## config.mk

```make
export PLATFORM = sky130hd
export DESIGN_NAME = ifu_fetch
export DESIGN_NICKNAME = d
export VERILOG_FILES = /design/src/rtl/ifu_fetch.sv
export SDC_FILE = /design/constraint.sdc
export NUM_CORES = 1
export LEC_CHECK = 0
export BUFFER_PORTS_ARGS = -buffer_cell sky130_fd_sc_hd__buf_2
export CORE_MARGIN = 2
export CORE_UTILIZATION = 42
export CTS_CLUSTER_SIZE = 30
export DETAILED_ROUTE_END_ITERATION = 6
export PLACE_DENSITY_LB_ADDON = 0.08
export REMOVE_ABC_BUFFERS = 1
export SLEW_MARGIN = 30
export SYNTH_ARGS = -nofsm -noshare
export SYNTH_HDL_FRONTEND = slang
export SYNTH_SLANG_ARGS = --single-unit
```

## constraint.sdc

```tcl
create_clock -name clk -period 2.1 [get_ports clk]
set_input_delay 0.315 -clock clk [delete_from_list [all_inputs] [get_ports clk]]
set_output_delay 0.315 -clock clk [all_outputs]
set_load 0.05 [all_outputs]
```

## src/rtl/ifu_fetch.sv

```systemverilog
// Instruction-fetch reader: takes one PC from the PC block, performs one
// instruction-memory read (req/gnt, then rvalid), and hands {pc, inst, fault}
// to the decoder. Handles redirect flushes, misaligned PCs, bus errors and
// response timeouts. Only one fetch is outstanding at a time.
module ifu_fetch #(
    parameter int unsigned TIMEOUT = 255
) (
    input  logic        clk,
    input  logic        rst,
    input  logic        pc_valid,
    output logic        pc_ready,
    input  logic [31:0] pc_addr,
    input  logic        flush,
    output logic        mem_req,
    output logic [31:0] mem_addr,
    input  logic        mem_gnt,
    input  logic        mem_rvalid,
    input  logic [31:0] mem_rdata,
    input  logic        mem_err,
    output logic        inst_valid,
    input  logic        inst_ready,
    output logic [31:0] inst_pc,
    output logic [31:0] inst,
    output logic [1:0]  inst_fault
);

    localparam int unsigned AW = 32;
    localparam int unsigned DW = 32;
    localparam int unsigned TW = $clog2(TIMEOUT + 1);
    localparam logic [TW-1:0] TMAX = TW'(TIMEOUT);

    localparam logic [1:0] F_NONE     = 2'd0;
    localparam logic [1:0] F_MISALIGN = 2'd1;
    localparam logic [1:0] F_BUSERR   = 2'd2;
    localparam logic [1:0] F_TIMEOUT  = 2'd3;

    typedef enum logic [2:0] {
        S_IDLE  = 3'd0,
        S_REQ   = 3'd1,
        S_WAIT  = 3'd2,
        S_DRAIN = 3'd3,
        S_HOLD  = 3'd4
    } state_e;

    state_e         state_q;
    logic           kill_q;
    logic           drop_q;
    logic [TW-1:0]  timer_q;
    logic [AW-1:0]  addr_q;
    logic           mem_req_q;
    logic [AW-1:0]  mem_addr_q;
    logic           inst_valid_q;
    logic [AW-1:0]  inst_pc_q;
    logic [DW-1:0]  inst_q;
    logic [1:0]     inst_fault_q;

    logic           pc_fire;
    logic           pc_misaligned;
    logic           rsp;
    logic           stray;
    logic           timer_hit;
    logic [TW-1:0]  timer_inc;

    // Handshake qualifiers and response classification
    assign pc_ready      = ~flush & ((state_q == S_IDLE) | ((state_q == S_HOLD) & inst_ready));
    assign pc_fire       = pc_valid & pc_ready;
    assign pc_misaligned = (pc_addr[1:0] != 2'b00);
    assign stray         = mem_rvalid & drop_q;
    assign rsp           = mem_rvalid & ~drop_q;
    assign timer_hit     = (timer_q == TMAX);
    assign timer_inc     = timer_hit ? timer_q : timer_q + TW'(1);

    assign mem_req    = mem_req_q;
    assign mem_addr   = mem_addr_q;
    assign inst_valid = inst_valid_q;
    assign inst_pc    = inst_pc_q;
    assign inst       = inst_q;
    assign inst_fault = inst_fault_q;

    // Fetch FSM: state, flags, timer and all registered outputs
    always_ff @(posedge clk) begin
        if (rst) begin
            state_q      <= S_IDLE;
            kill_q       <= 1'b0;
            drop_q       <= 1'b0;
            timer_q      <= '0;
            addr_q       <= '0;
            mem_req_q    <= 1'b0;
            mem_addr_q   <= '0;
            inst_valid_q <= 1'b0;
            inst_pc_q    <= '0;
            inst_q       <= '0;
            inst_fault_q <= F_NONE;
        end else begin
            // A response owed to an earlier timed-out fetch is swallowed wherever it lands
            if (stray) begin
                drop_q <= 1'b0;
            end

            case (state_q)
                S_IDLE, S_HOLD: begin
                    if ((state_q == S_HOLD) && (flush || inst_ready)) begin
                        inst_valid_q <= 1'b0;
                        state_q      <= S_IDLE;
                    end
                    if (pc_fire) begin
                        addr_q <= pc_addr;
                        kill_q <= 1'b0;
                        if (pc_misaligned) begin
                            state_q      <= S_HOLD;
                            inst_valid_q <= 1'b1;
                            inst_pc_q    <= pc_addr;
                            inst_q       <= '0;
                            inst_fault_q <= F_MISALIGN;
                        end else begin
                            state_q    <= S_REQ;
                            mem_req_q  <= 1'b1;
                            mem_addr_q <= {pc_addr[AW-1:2], 2'b00};
                        end
                    end
                end

                S_REQ: begin
                    // The request stays up even when flushed; kill marks the answer as unwanted
                    if (flush) begin
                        kill_q <= 1'b1;
                    end
                    if (mem_gnt) begin
                        mem_req_q <= 1'b0;
                        timer_q   <= '0;
                        state_q   <= S_WAIT;
                    end
                end

                S_WAIT: begin
                    timer_q <= timer_inc;
                    if (rsp) begin
                        kill_q <= 1'b0;
                        if (kill_q || flush) begin
                            state_q <= S_IDLE;
                        end else begin
                            state_q      <= S_HOLD;
                            inst_valid_q <= 1'b1;
                            inst_pc_q    <= addr_q;
                            inst_q       <= mem_err ? '0 : mem_rdata;
                            inst_fault_q <= mem_err ? F_BUSERR : F_NONE;
                        end
                    end else if (flush) begin
                        kill_q  <= 1'b0;
                        state_q <= S_DRAIN;
                    end else if (timer_hit) begin
                        // Response still owed by memory: absorb it when it finally shows up
                        kill_q <= 1'b0;
                        drop_q <= 1'b1;
                        if (kill_q) begin
                            state_q <= S_IDLE;
                        end else begin
                            state_q      <= S_HOLD;
                            inst_valid_q <= 1'b1;
                            inst_pc_q    <= addr_q;
                            inst_q       <= '0;
                            inst_fault_q <= F_TIMEOUT;
                        end
                    end
                end

                S_DRAIN: begin
                    timer_q <= timer_inc;
                    if (rsp) begin
                        state_q <= S_IDLE;
                    end else if (timer_hit) begin
                        drop_q  <= 1'b1;
                        state_q <= S_IDLE;
                    end
                end

                default: begin
                    state_q <= S_IDLE;
                end
            endcase
        end
    end

endmodule
```

== Yosys cells after proc, flatten, opt, wreduce, memory -nomap -nowiden ==
Index checks and enable logic that the tools add are counted.
Widths: inputs -> output; s select.
Operators by class
  $lt $le $gt $ge: 0
  mux-type cells: 66
  shifts and indexed selects: 0
  divide/modulo/power cells: 0
  equal/unequal tests: 18
  add/sub/neg operators: 1
  multiply operators: 0
  reduce and logical (&&, ||, !) cells: 19
  bitwise operators: 9
Operators with widths (count)
  $mux 32: 15
  $pmux 32 s2: 2
  $mux 3: 11
  $mux 1: 21
  $ne 3x3->1 const B: 6
  $mux 2: 8
  $mux 8: 2
  $pmux 8 s2: 1
  $ne 2x2->1 const B: 6
  $pmux 3 s4: 1
  $reduce_and 4->1: 3
  $add 8x1->8 const B: 1
  $eq 8x8->1 const B: 1
  $reduce_bool 2->1: 4
  $reduce_and 7->1: 1
  $eq 3x2->1 const B: 2
  $pmux 1 s2: 3
  $reduce_and 3->1: 2
  $and 1x1->1: 5
  $reduce_and 5->1: 1
  $ne 4x4->1 const B: 1
  $pmux 2 s2: 1
  $reduce_or 2->1: 2
  $eq 3x1->1 const B: 1
  other kinds (9): 12
Storage, ports and cells
  bits in latches: 0
  output and inout port bits: 101
  bits in read-only memories: 0
  logic and storage cells: 124
  bits in writable memories: 0
  bits in registers: 143
  memories kept: 0

== Logic depth before layout (Yosys ltp) ==
  word-level depth: 7
  gate-level depth with buffers: 9
  depth with buffers taken out: 5

== Worst setup path before layout ==
Ideal clock, no wire load.
  path type: flip-flop to output port
  start point: register state_q[1]
  end point: output port pc_ready
  buffers on the path: 2
  setup slack: -0.160 ns
  stages on the path, launching flop included: 5
  data arrival time: 1.945 ns
  path through: dfxtp_1 buf_4 or2_2 clkbuf_1 nor3_1
On the way
  cells in the longest elaborated chain, start to end: 4
  elaborated cells on any way between the ends: 5
Ends and longest elaborated chain
  start, declared: line 45  | state_e state_q;
  start signal, assigned: line 83  | state_q <= S_IDLE;
  start signal, assigned: line 104  | state_q <= S_IDLE;
  start signal, assigned: line 110  | state_q <= S_HOLD;
  $eq 3x3->1: line 65  | assign pc_ready = ~flush & ((state_q == S_IDLE) | ((state_q == S_HOLD) & inst_ready));
  $and 1x1->1: line 65
  $or 1x1->1 *: line 65
  $and 1x1->1 *: line 65
  end, declared: line 11  | output logic pc_ready,
Mark *: on every way between the ends. The rest lies on a longest branch, timed or not.

== Final worst setup path ==
Ends and elaborated chain as after synthesis.

==> impl_results.md <==
- Status: completed
- Placed cells: 1,046
- Switching portion of total power: a little under two fifths
- Launching element type of the critical path: register
- Starting density of the core: roughly 43%
- Dominant cells by area after synthesis: sky130_fd_sc_hd__dfxtp_1 46%, sky130_fd_sc_hd__nand2_1 9.6%, sky130_fd_sc_hd__a21oi_1 5.8%
- Number of maximum-capacitance constraint violations: 0
- Total grt overflow: 0
- Half-perimeter wire length after placement: between 10,000 and 15,000 µm
- Routed WL per cell: roughly 17 µm
- Worst slew margin relative to its limit: between 60% and 70%
- Post-CTS clock slew at the launch and capture registers of the worst setup and hold paths: ~0.060 ns
- FF/Latch Area: 0.00286 mm²
- Share of the clock period used by the worst path after layout: between 90% and 100%
- Most frequent standard cell in the layout excluding fill and tap cells: sky130_fd_sc_hd__buf_2
- Net count of the finished layout: 954
- Via density: around 5.5
- Fraction of final layout cells with drive strength greater than 1: roughly a third
- Arrival time worst endpoint: 1.67 ns
- Worst min-delay path category: primary input to register
- Net load switching power: 3.53 mW
- Clock latency at the later pin of the worst-skew pair: around 0.43 ns
- RR Startpoint: timer_q[1]$_SDFFE_PP0P_
- Total track usage: 22.7%
- CTS Buf Count: 17
- Diodes inserted: 0
- Fraction of the core area covered by cells at the end of the flow: 55.6%
- Timing-limited maximum frequency: 504 MHz
- Unrepaired setup endpoints after global routing: false
- Number of flops mapped to enable cells by yosys: 0
- CTS tree: built
- Final-report setup violation count: 0
- Pre-Repair DR Iteration Count: 5
- Worst-path cell chain: buf_4, or2_2, nor3_2, buf_4
- Most frequently used flop master after synthesis: sky130_fd_sc_hd__dfxtp_1
- Horizontal die dimension: around 130 µm
- Cell Area, Synth: roughly 0.0063 mm²
- Die Y-Extent: ~130 µm
- CTS H-tree lvls: 4
- Area share of the largest cell type after synthesis: 45.7%
- Buffers plus inverters on the worst setup path: 2
- Post-detailed-routing wire length: 18,100 µm
- Area growth, synth to finish: 29.0%
- Total number of vias: about 5,900
- Internal power: approximately 6.1 mW
- Yosys Warn Count: 0
- Final Slew Violations: 0
- Time the worst path needs with I/O delays and setup: 1.99 ns
- Crit-path max FO: 9
- Overall die area: between 0.015 and 0.02 mm²
- Number of global-route vias before repair: roughly 5,800
- Gp weighted congestion: between 0.8 and 0.9
- Worst Hold Slack: about 0.15 ns
- Top cell type by total area after synthesis: sky130_fd_sc_hd__dfxtp_1
- Most frequent cells in the layout: 168 x sky130_fd_sc_hd__buf_2, 161 x sky130_fd_sc_hd__nand2_1, 143 x sky130_fd_sc_hd__dfxtp_1
- Most used cell along the critical path: sky130_fd_sc_hd__buf_4
- Maximum resistive drop on vdd: between 0.0006 and 0.0007 V
- Wire length of the first global-routing pass: 29,200 µm
- Maximum number of pins on one net before global-route repair: 61
- Hold Crit Start: pc_addr[10]
- DRC violations left: 0
- P per Cell Area: roughly 1200 mW/mm²
- Core region area: between 0.01 and 0.015 mm²
- DRC violation total after the first TritonRoute iteration: a little under 400
- Post-layout instance count excluding filler cells: between 1,000 and 1,500
- Count of different cell masters after synthesis: 50
- Register-to-register setup slack: approximately 0.15 ns
- Initial antenna violation count: 1
- Count of antenna-violating nets left after detailed routing: 0
- Comb power frac: 33.6%
- Filler Cells Inserted: about 1,300
- CP Capture Type: output port
- Top Family by Delay on Critical Path: simple AND/OR/NAND/NOR gates
- Sequential area share after synthesis: a little under half
- Design Power: between 9 and 10 mW
- Sequential fraction of design power: between 30% and 40%
- Startpoint of the worst setup timing path: state_q[1]$_SDFFE_PP0P_
- Site Rows: 44
- Maximum root-to-sink buffer count: 2
- Worst-Margin Slew: 0.575 ns
- Clock network fraction of total power: roughly a third
- Required @ worst endpoint: ~1.8 ns
- Largest stage delay on the critical path: 0.40 ns
- Master of the slowest instance on the critical path: sky130_fd_sc_hd__or2_2
- Area of the multi-input gates: 0.00310 mm²
- Mean cell area of the mapped netlist: 8.63 µm²
- Class of the most critical setup path: register to output port
- Worst setup skew after layout: between 0.01 and 0.015 ns
- Number of storage elements in the synthesis netlist: between 100 and 150
- Cell count after synthesis: between 700 and 800
- Pleak: 3.37 nW
- I/O Pins: approximately 170
- CTS root buf: sky130_fd_sc_hd__clkbuf_16
- Async SR Flop Fraction: 0%
- Setup_tns: 0 ns
- Final Hold Fails: 0
- Sink Count: around 140
- Number of port buffers: 170
==> synth_stat cells (2+ instances only) <==
master and instances:
sky130_fd_sc_hd__a211o_1 2, sky130_fd_sc_hd__a211oi_1 4, sky130_fd_sc_hd__a21oi_1 73, sky130_fd_sc_hd__a311oi_1 32, sky130_fd_sc_hd__a31oi_1 34, sky130_fd_sc_hd__a41oi_1 2, sky130_fd_sc_hd__and3_1 3, sky130_fd_sc_hd__and4_1 2
sky130_fd_sc_hd__buf_1 4, sky130_fd_sc_hd__buf_2 7, sky130_fd_sc_hd__buf_4 3, sky130_fd_sc_hd__buf_6 3, sky130_fd_sc_hd__clkbuf_1 57, sky130_fd_sc_hd__dfxtp_1 143, sky130_fd_sc_hd__inv_1 5, sky130_fd_sc_hd__mux2_2 16
sky130_fd_sc_hd__mux2_4 17, sky130_fd_sc_hd__mux2i_1 2, sky130_fd_sc_hd__nand2_1 161, sky130_fd_sc_hd__nand2b_1 5, sky130_fd_sc_hd__nand3_1 36, sky130_fd_sc_hd__nor2_1 7, sky130_fd_sc_hd__nor2b_1 40, sky130_fd_sc_hd__nor3_1 2
sky130_fd_sc_hd__nor4b_1 32, sky130_fd_sc_hd__o21ai_0 8, sky130_fd_sc_hd__or3_1 3
==> through the flow <==
step                      setup slack [ns]  instance area, µm²
after floorplan                      -2.21                5950
after global placement               0.150                7450
after detailed placement            0.0596                7450
after CTS                           0.0210                8070
after global routing                0.0347                8080
final                                0.114                8080
==> sequential cells by signal, summed over array words and instances (netlist names) <==
register and cells:
mem_req 1, inst_fault 2, state_q 3, mem_addr 30, kill_q 1, inst 32, drop_q 1, addr_q 32
inst_valid 1, timer_q 8, inst_pc 32
==> power by group through the flow <==
stage	sequential, mW	clock (mW)	combinational, mW
2_1_floorplan	4.12	0	1.20
3_3_place_gp	3.28	0	3.16
3_5_place_dp	3.28	0	3.20
4_1_cts	3.23	3.20	3.21
5_1_grt	3.27	3.30	3.45
6_report	3.23	3.14	3.23
==> logic make-up after synthesis <==
kind of cell	Yosys count	share of synthesized area, %
compound gates	166	17.1
other cells	1	0.0599
simple gates	300	24.1
fa+ha+maj	2	0.359
buf+inv	79	5.41
mux	35	7.27
flops	143	45.7
==> what timing repair did <==
item / 4_1_cts / 5_1_grt
gates resized for setup: 1 / 3
endpoints found under the setup margin: 1 / 24
buffers inserted: 0 / 0
hold buffers: 0 / 0
==> area by class of cell <==
cell class                      instances  area share, %
Multi-Input combinational cell        505           38.3
Sequential cell                       143           35.4
Timing Repair Buffer                  209           15.5
Clock buffer                           23           6.04
Tap cell                              184           2.85
Clock inverter                          9           1.61
Inverter                                5          0.232
==> metal layers <==
layer	global-route usage, %	share of wire, %	vias up
li1	-	-	2880
met2	37.6	48	179
met3	5.86	6.0	27
met1	28.8	44	2826
met4	7.76	1.7	2
met5	0	0.072	-
==> final timing paths <==
| check | end | cells after the start |
|---|---|---|
| setup / recovery | pc_ready | 4 |
| hold / removal | addr_q[10]$_SDFFE_PP0P_ | 3 |
| setup reg to reg | timer_q[5]$_SDFFE_PP0P_ | 6 |
| hold reg to reg | mem_req$_SDFFE_PP0P_ | 2 |
==> worst reg2reg max path, cell delays in order, from the launching register on <==
cell                      delay [ns]
sky130_fd_sc_hd__dfxtp_1        0.33
sky130_fd_sc_hd__ha_1           0.19
sky130_fd_sc_hd__buf_4          0.15
sky130_fd_sc_hd__and4_1         0.19
sky130_fd_sc_hd__a211o_1        0.39
sky130_fd_sc_hd__or4_1          0.49
sky130_fd_sc_hd__a21oi_1        0.14
Power figures use the tool's default switching activity.
